### src/rtl/mem_port_arbiter.sv
// Arbitrates one single-ported fixed-latency memory between fetch (I) and data (D) ports, D-first with alternation.
// Latency: ready pulses LATENCY+1 cycles after the request is sampled; requests are held by the core until ready.
module mem_port_arbiter #(
  parameter int LATENCY = 4,
  parameter int AW      = 32,
  parameter int DW      = 32
) (
  input  logic          clk,
  input  logic          reset,
  input  logic          if_req,
  input  logic [AW-1:0] if_addr,
  output logic          if_ready,
  output logic [DW-1:0] if_rdata,
  input  logic          d_req,
  input  logic          d_we,
  input  logic [AW-1:0] d_addr,
  input  logic [DW-1:0] d_wdata,
  output logic          d_ready,
  output logic [DW-1:0] d_rdata,
  output logic          mem_en,
  output logic          mem_we,
  output logic [AW-1:0] mem_addr,
  output logic [DW-1:0] mem_wdata,
  input  logic [DW-1:0] mem_rdata,
  output logic [31:0]   grant_cnt_i,
  output logic [31:0]   grant_cnt_d
);

  typedef enum logic [1:0] {IDLE, BUSY, RESP} state_t;

  localparam logic [3:0] CNT_INIT = 4'(LATENCY - 1);

  state_t        state;
  logic [3:0]    cnt;
  logic          gnt_d;
  logic          last_d;
  logic [DW-1:0] rdata_q;
  logic          pick_d;

  // Data wins on contention unless it also won the previous grant.
  assign pick_d   = d_req && !(if_req && last_d);
  assign if_rdata = rdata_q;
  assign d_rdata  = rdata_q;

  always_ff @(posedge clk) begin
    if (reset) begin
      state       <= IDLE;
      cnt         <= '0;
      gnt_d       <= 1'b0;
      last_d      <= 1'b0;
      rdata_q     <= '0;
      if_ready    <= 1'b0;
      d_ready     <= 1'b0;
      mem_en      <= 1'b0;
      mem_we      <= 1'b0;
      mem_addr    <= '0;
      mem_wdata   <= '0;
      grant_cnt_i <= '0;
      grant_cnt_d <= '0;
    end else begin
      case (state)
        IDLE: begin
          if (d_req || if_req) begin
            mem_en    <= 1'b1;
            mem_we    <= pick_d && d_we;
            mem_addr  <= pick_d ? d_addr : if_addr;
            mem_wdata <= pick_d ? d_wdata : '0;
            cnt       <= CNT_INIT;
            gnt_d     <= pick_d;
            state     <= BUSY;
          end
        end
        BUSY: begin
          if (cnt != 4'd0) begin
            cnt <= cnt - 1'b1;
          end else begin
            if (!mem_we) rdata_q <= mem_rdata;
            mem_en    <= 1'b0;
            mem_we    <= 1'b0;
            mem_addr  <= '0;
            mem_wdata <= '0;
            if_ready  <= !gnt_d;
            d_ready   <= gnt_d;
            state     <= RESP;
          end
        end
        RESP: begin
          // Requester still shows its old request here, so no arbitration this cycle.
          if_ready <= 1'b0;
          d_ready  <= 1'b0;
          last_d   <= gnt_d;
          if (gnt_d) grant_cnt_d <= grant_cnt_d + 32'd1;
          else       grant_cnt_i <= grant_cnt_i + 32'd1;
          state    <= IDLE;
        end
        default: state <= IDLE;
      endcase
    end
  end

endmodule

### config.mk
export PLATFORM = sky130hd
export DESIGN_NAME = mem_port_arbiter
export DESIGN_NICKNAME = d
export VERILOG_FILES = /design/src/rtl/mem_port_arbiter.sv
export SDC_FILE = /design/constraint.sdc
export NUM_CORES = 1
export LEC_CHECK = 0
export ABC_AREA = 0
export ABC_CLOCK_PERIOD_IN_PS = 4800
export BUFFER_PORTS_ARGS = -buffer_cell sky130_fd_sc_hd__buf_2
export CAP_MARGIN = 20
export CORE_AREA = 3 3 128 130
export DETAILED_ROUTE_END_ITERATION = 12
export DIE_AREA = 0 0 131 133
export PLACE_DENSITY = 0.84
export SLEW_MARGIN = 20
export SYNTH_ARGS = -nofsm -noshare
export SYNTH_HDL_FRONTEND = slang
export SYNTH_SLANG_ARGS = --single-unit
export TNS_END_PERCENT = 5
### constraint.sdc
create_clock -name clk -period 4.8 [get_ports clk]
set_input_delay 0.24 -clock clk [delete_from_list [all_inputs] [get_ports clk]]
set_output_delay 0.24 -clock clk [all_outputs]
set_load 0.02 [all_outputs]
# Yosys cells after proc, flatten, opt, wreduce, memory -nomap -nowiden
# Cells that the tools add are included.
[op_classes] muxes=22 add_sub_neg=3 n_reduce_logical=18 n_eq_ne=5 bitwise_logic=3
[op_table] op="2-to-1 mux 32 bit" n=5
[op_table] op="one-hot mux 32 bit (2 select lines)" n=2
[op_table] op="adder 32 x 1 -> 32 bit, second input constant" n=2
[op_table] op="AND reduction 2 bit" n=5
[op_table] op="AND reduction 3 bit" n=3
[op_table] op="2-to-1 mux 4 bit" n=2
[op_table] op="one-hot mux 1 bit (2 select lines)" n=4
[op_table] op="one-hot mux 4 bit (2 select lines)" n=1
[op_table] op="inequality test 2 bit, second input constant" n=3
[op_table] op="2-to-1 mux 1 bit" n=5
[op_table] op="2-to-1 mux 2 bit" n=2
[op_table] op="one-hot mux 2 bit (2 select lines)" n=1
[op_table] op="nonzero test 2 bit" n=2
[op_table] op="nonzero test 4 bit" n=1
[op_table] op="subtractor 4 x 1 -> 4 bit, second input constant" n=1
[op_table] op="logical AND 1 bit" n=3
[op_table] op="NOT 1 bit" n=3
[op_table] op="equality test 2 x 1 -> 1 bit, second input constant" n=1
[op_table] op="equality test 2 bit, second input constant" n=1
[op_table] op="logical NOT 1 bit" n=2
[op_table] op="logical NOT 2 bit" n=1
[op_table] op="logical OR 1 bit" n=1
[word_totals] wordCells=64 input_bits=133 register_bits=172

# Depth between registers and ports, before layout
[logic_depth] ltp_word=6 mapped_depth=9 mapped_depth_nobuf=6

# Worst setup path before layout
# OpenSTA, ideal clock, no wires.
[synth_path] path_type="register -> register" startpoint="register grant_cnt_i[11]" endpoint="register grant_cnt_i[31]" stages_incl_launch_ff=7 setup_time_ps=123 t_arrival_ps=2065 slack_ps=2611 path_buffers=2 required_ps=4677 cell_sequence="dfxtp_1 > nand4_1 > or4_1 > clkbuf_1 > clkbuf_1 > nor4_1 > mux2_1"
[synth_via] elab_chain_len=1
[synth_rtl] item="start: declaration" line="25" source="output logic [31:0] grant_cnt_i,"
[synth_rtl] item="start signal: assignment" line="93" source="else grant_cnt_i <= grant_cnt_i + 32'd1;"
[synth_rtl] item="adder 32 x 1 -> 32 bit" line="93"
# Every way passes these cells.
# A chain may end at the register's enable or synchronous reset.

# Final worst setup path
# Same ends and word-level chain as after synthesis.

==> flow_metrics.tcl <==
set metrics [dict create \
    status "complete, no violations" \
    synth.avg_cell_area_um2 9.00 \
    r2r_cells 4 \
    fin_crit_ns 2.51 \
    ys_seq_elements 172 \
    net-switching-power_mw 1.06 \
    reg2reg_from "grant_cnt_i[11]" \
    vdd_ir_drop_max_uv 258 \
    critical_path_buf_inv_count 0 \
    fillers 1327 \
    cap_violations 0 \
    dpl.hpwl_mm 15.0 \
    via_per_inst 5.35 \
    synth_edf_count 0 \
    static-leakage-power_nw 4.21 \
    most-common-layout-cells "buf_2, dfxtp_1, nand2_1, a21oi_1, nor2_1" \
    grt_max_degree 81 \
    critical_path.slowest_cell "or4_1" \
    num_rows 45 \
    crit_arrival_ns 2.81 \
    die_h_um 133 \
    ys_seq_area_share_pct 47.1 \
    drive_gt1_share_pct 37.4 \
    antenna_cells 0 \
    critical_path.startpoint_type "flip-flop" \
    required_ns 5.10 \
    crit_chain "nand4_1 > or4_1 > nor4_1 > mux2_1" \
    grt_pass1_wl_mm 31.7 \
    max_freq_mhz 398 \
    htree_levels 4 \
    antenna_left 0 \
    globalRouteTotalUtil_pct 22.4 \
    gp_congestion 0.872 \
    pin_count 329 \
    drc_errors 0 \
    die_area_um2 17400 \
    rr_endpoint "grant_cnt_i[31]" \
    synthCells 812 \
    antenna_found_initial 0 \
    path_clk_slew_ns 0.07 \
    drt_iter0_drc 460 \
    swShare_pct 29.5 \
    rsz0062_at_grt "no" \
    setup_viol 0 \
    stdcell_area_um2 9480 \
    ys_types 45 \
    clock_sinks 172 \
    cts_hold_buf 0 \
    die_x_um 131 \
    slew_viol_final 0 \
    start_util_pct 47.9 \
    critPathKind "flip-flop to flip-flop" \
    cts.repair.resized 0 \
    wl_per_cell_um 15.8 \
    io_buffers 328 \
    cp.depth 4 \
    place_area_um2 8860 \
    final_util_pct 62.1 \
    cts_buffers 17 \
    p_seq_share_pct 43.9 \
    worst_pin_slew_ns 1.04 \
    vias 6981 \
    path_delay_family "simple AND/OR/NAND/NOR gates" \
    overflow 0 \
    crit_fanout 17 \
    tns_ns 0 \
    cts_root_buf "clkbuf_16" \
    cp-endpoint "grant_cnt_i[31]" \
    syn_to_final_growth_pct 29.7 \
    syn_nets 949 \
    nets 1218 \
    max_slew_margin_pct 30.5 \
    intPower_mw 2.53 \
    max_stage_delay_ns 0.88 \
    r2r_slack_ns 2.29 \
    grt_pass1_vias 6345 \
    async_flop_share_pct 0 \
    clk_latency_ns 0.42 \
    syn_area_um2 7310 \
    mostFrequentLayoutCell "buf_2" \
    crit_path_end_kind "flip-flop" \
    drt-total-wl_mm 20.7 \
    yosysWarningCount 0 \
    hold_path.class "input pin to flip-flop" \
    core_area_um2 15300 \
    skew_ns 0.0137 \
    drt-pass1-iter-count 4 \
    startpoint "grant_cnt_i[11]" \
    final_min_period_over_clock_period_pct 52.3 \
    ys.flop_type "dfxtp_1" \
    powerDensity_nw_per_um2 379 \
    report.final.hold_viol_count 0 \
    clkPwrFrac_pct 38.6 \
    combPwrFrac_pct 17.5 \
    p_total_mw 3.59 \
    cts_tree "built" \
    cts_setup_buffers 0 \
    clock_path_buffers 2 \
    worstHoldStart "d_wdata[20]" \
]
-- worst reg2reg max path, cell delays in order, from the launching register on --
cell and delay, ns:
dfxtp_1 0.40, nand4_1 0.43, or4_1 0.89, nor4_1 0.34, mux2_1 0.35
-- power by group through the flow --
stage / combinational (mW) / sequential, mW / clock (mW)
after floorplan: 0.329 / 1.70 / 0
after global placement: 0.616 / 1.60 / 0
after detailed placement: 0.630 / 1.60 / 0
after CTS: 0.630 / 1.57 / 1.42
after global routing: 0.680 / 1.59 / 1.48
final: 0.627 / 1.58 / 1.39
-- per-stage QoR --
step,hold slack [ns],setup slack [ns],cells
finish,0.0226,2.29,1305
global route,0.00515,2.12,1305
CTS,0.00631,2.31,1304
detailed placement,0.452,2.33,1272
global placement,0.449,2.41,1272
floorplan,0.366,2.61,812
-- layer usage --
metal / wire (um) / share of wire (%) / global-route usage, % / vias up
met2: 10300 / 50 / 36.4 / 244
li1: - / - / - / 3452
met4: 432 / 2.1 / 8.23 / 0
met1: 8560 / 41 / 28.2 / 3256
met5: 0 / 0 / 0 / -
met3: 1360 / 6.6 / 5.81 / 29
-- layout make-up --
| class | instances | area [um2] | share of cell area [%] |
|---|---|---|---|
| clock inverters | 15 | 173 | 1.82 |
| well taps | 211 | 264 | 2.78 |
| multi-input cells | 541 | 3400 | 35.9 |
| inverters | 13 | 48.8 | 0.515 |
| flip-flops and latches | 172 | 3440 | 36.3 |
| clock buffers | 17 | 425 | 4.49 |
| repair buffers | 336 | 1720 | 18.2 |
-- cell families (layout without fill, tap and decap cells) --
kind of cell,count (synthesis),after routing,share of synthesized area (%)
adders and majority gates,4,4,0.685
DFF,172,172,47.1
xor gates and xnor gates,19,19,2.28
and+or+nand+nor,287,287,20.2
buffers and inverters,99,381,6.85
muxes,36,36,5.53
AOI/OAI and AO/OA,195,195,17.4
-- flip-flops by register name, summed over array words and instances (netlist names), 2 cells and up --
name / flops
mem_wdata: 32
grant_cnt_i: 32
cnt: 4
state: 2
mem_addr: 32
grant_cnt_d: 32
d_rdata: 32
-- how the worst min path moves through the flow --
stage	slack [ns]	endpoint	depth (start not counted)
2_1_floorplan	0.37	mem_wdata[0]	1
3_3_place_gp	0.45	mem_wdata[20]	2
3_5_place_dp	0.45	mem_wdata[4]	2
4_1_cts	0.006	mem_wdata[4]	2
5_1_grt	0.005	mem_wdata[24]	2
6_report	0.02	mem_wdata[20]	2
-- cells in the mapped netlist, types with 2 or more instances --
library cell / number / share of area [%]
xnor2_1: 10 / 1.2
inv_1: 13 / 0.67
nor3b_1: 4 / 0.41
ha_1: 4 / 0.68
a21oi_1: 82 / 5.6
nand2b_1: 2 / 0.17
or4b_1: 3 / 0.41
o31ai_1: 29 / 3.0
or4_1: 33 / 3.4
nor4_1: 3 / 0.26
xor2_1: 9 / 1.1
nand3_1: 24 / 1.6
nor2b_1: 4 / 0.34
buf_4: 32 / 3.3
buf_1: 5 / 0.26
mux2_1: 2 / 0.31
and3_1: 4 / 0.34
and2_1: 3 / 0.26
mux2_2: 33 / 5.1
o41ai_1: 2 / 0.24
o21ai_0: 12 / 0.82
or3_1: 14 / 1.2
a22o_1: 33 / 4.0
nand4_1: 18 / 1.5
and4_1: 7 / 0.84
dfxtp_1: 172 / 47
clkbuf_1: 47 / 2.4
nor3_1: 9 / 0.62
nor2_1: 58 / 3.0
a22oi_1: 33 / 3.4
nand2_1: 94 / 4.8
(Power assumes the default switching activity.)
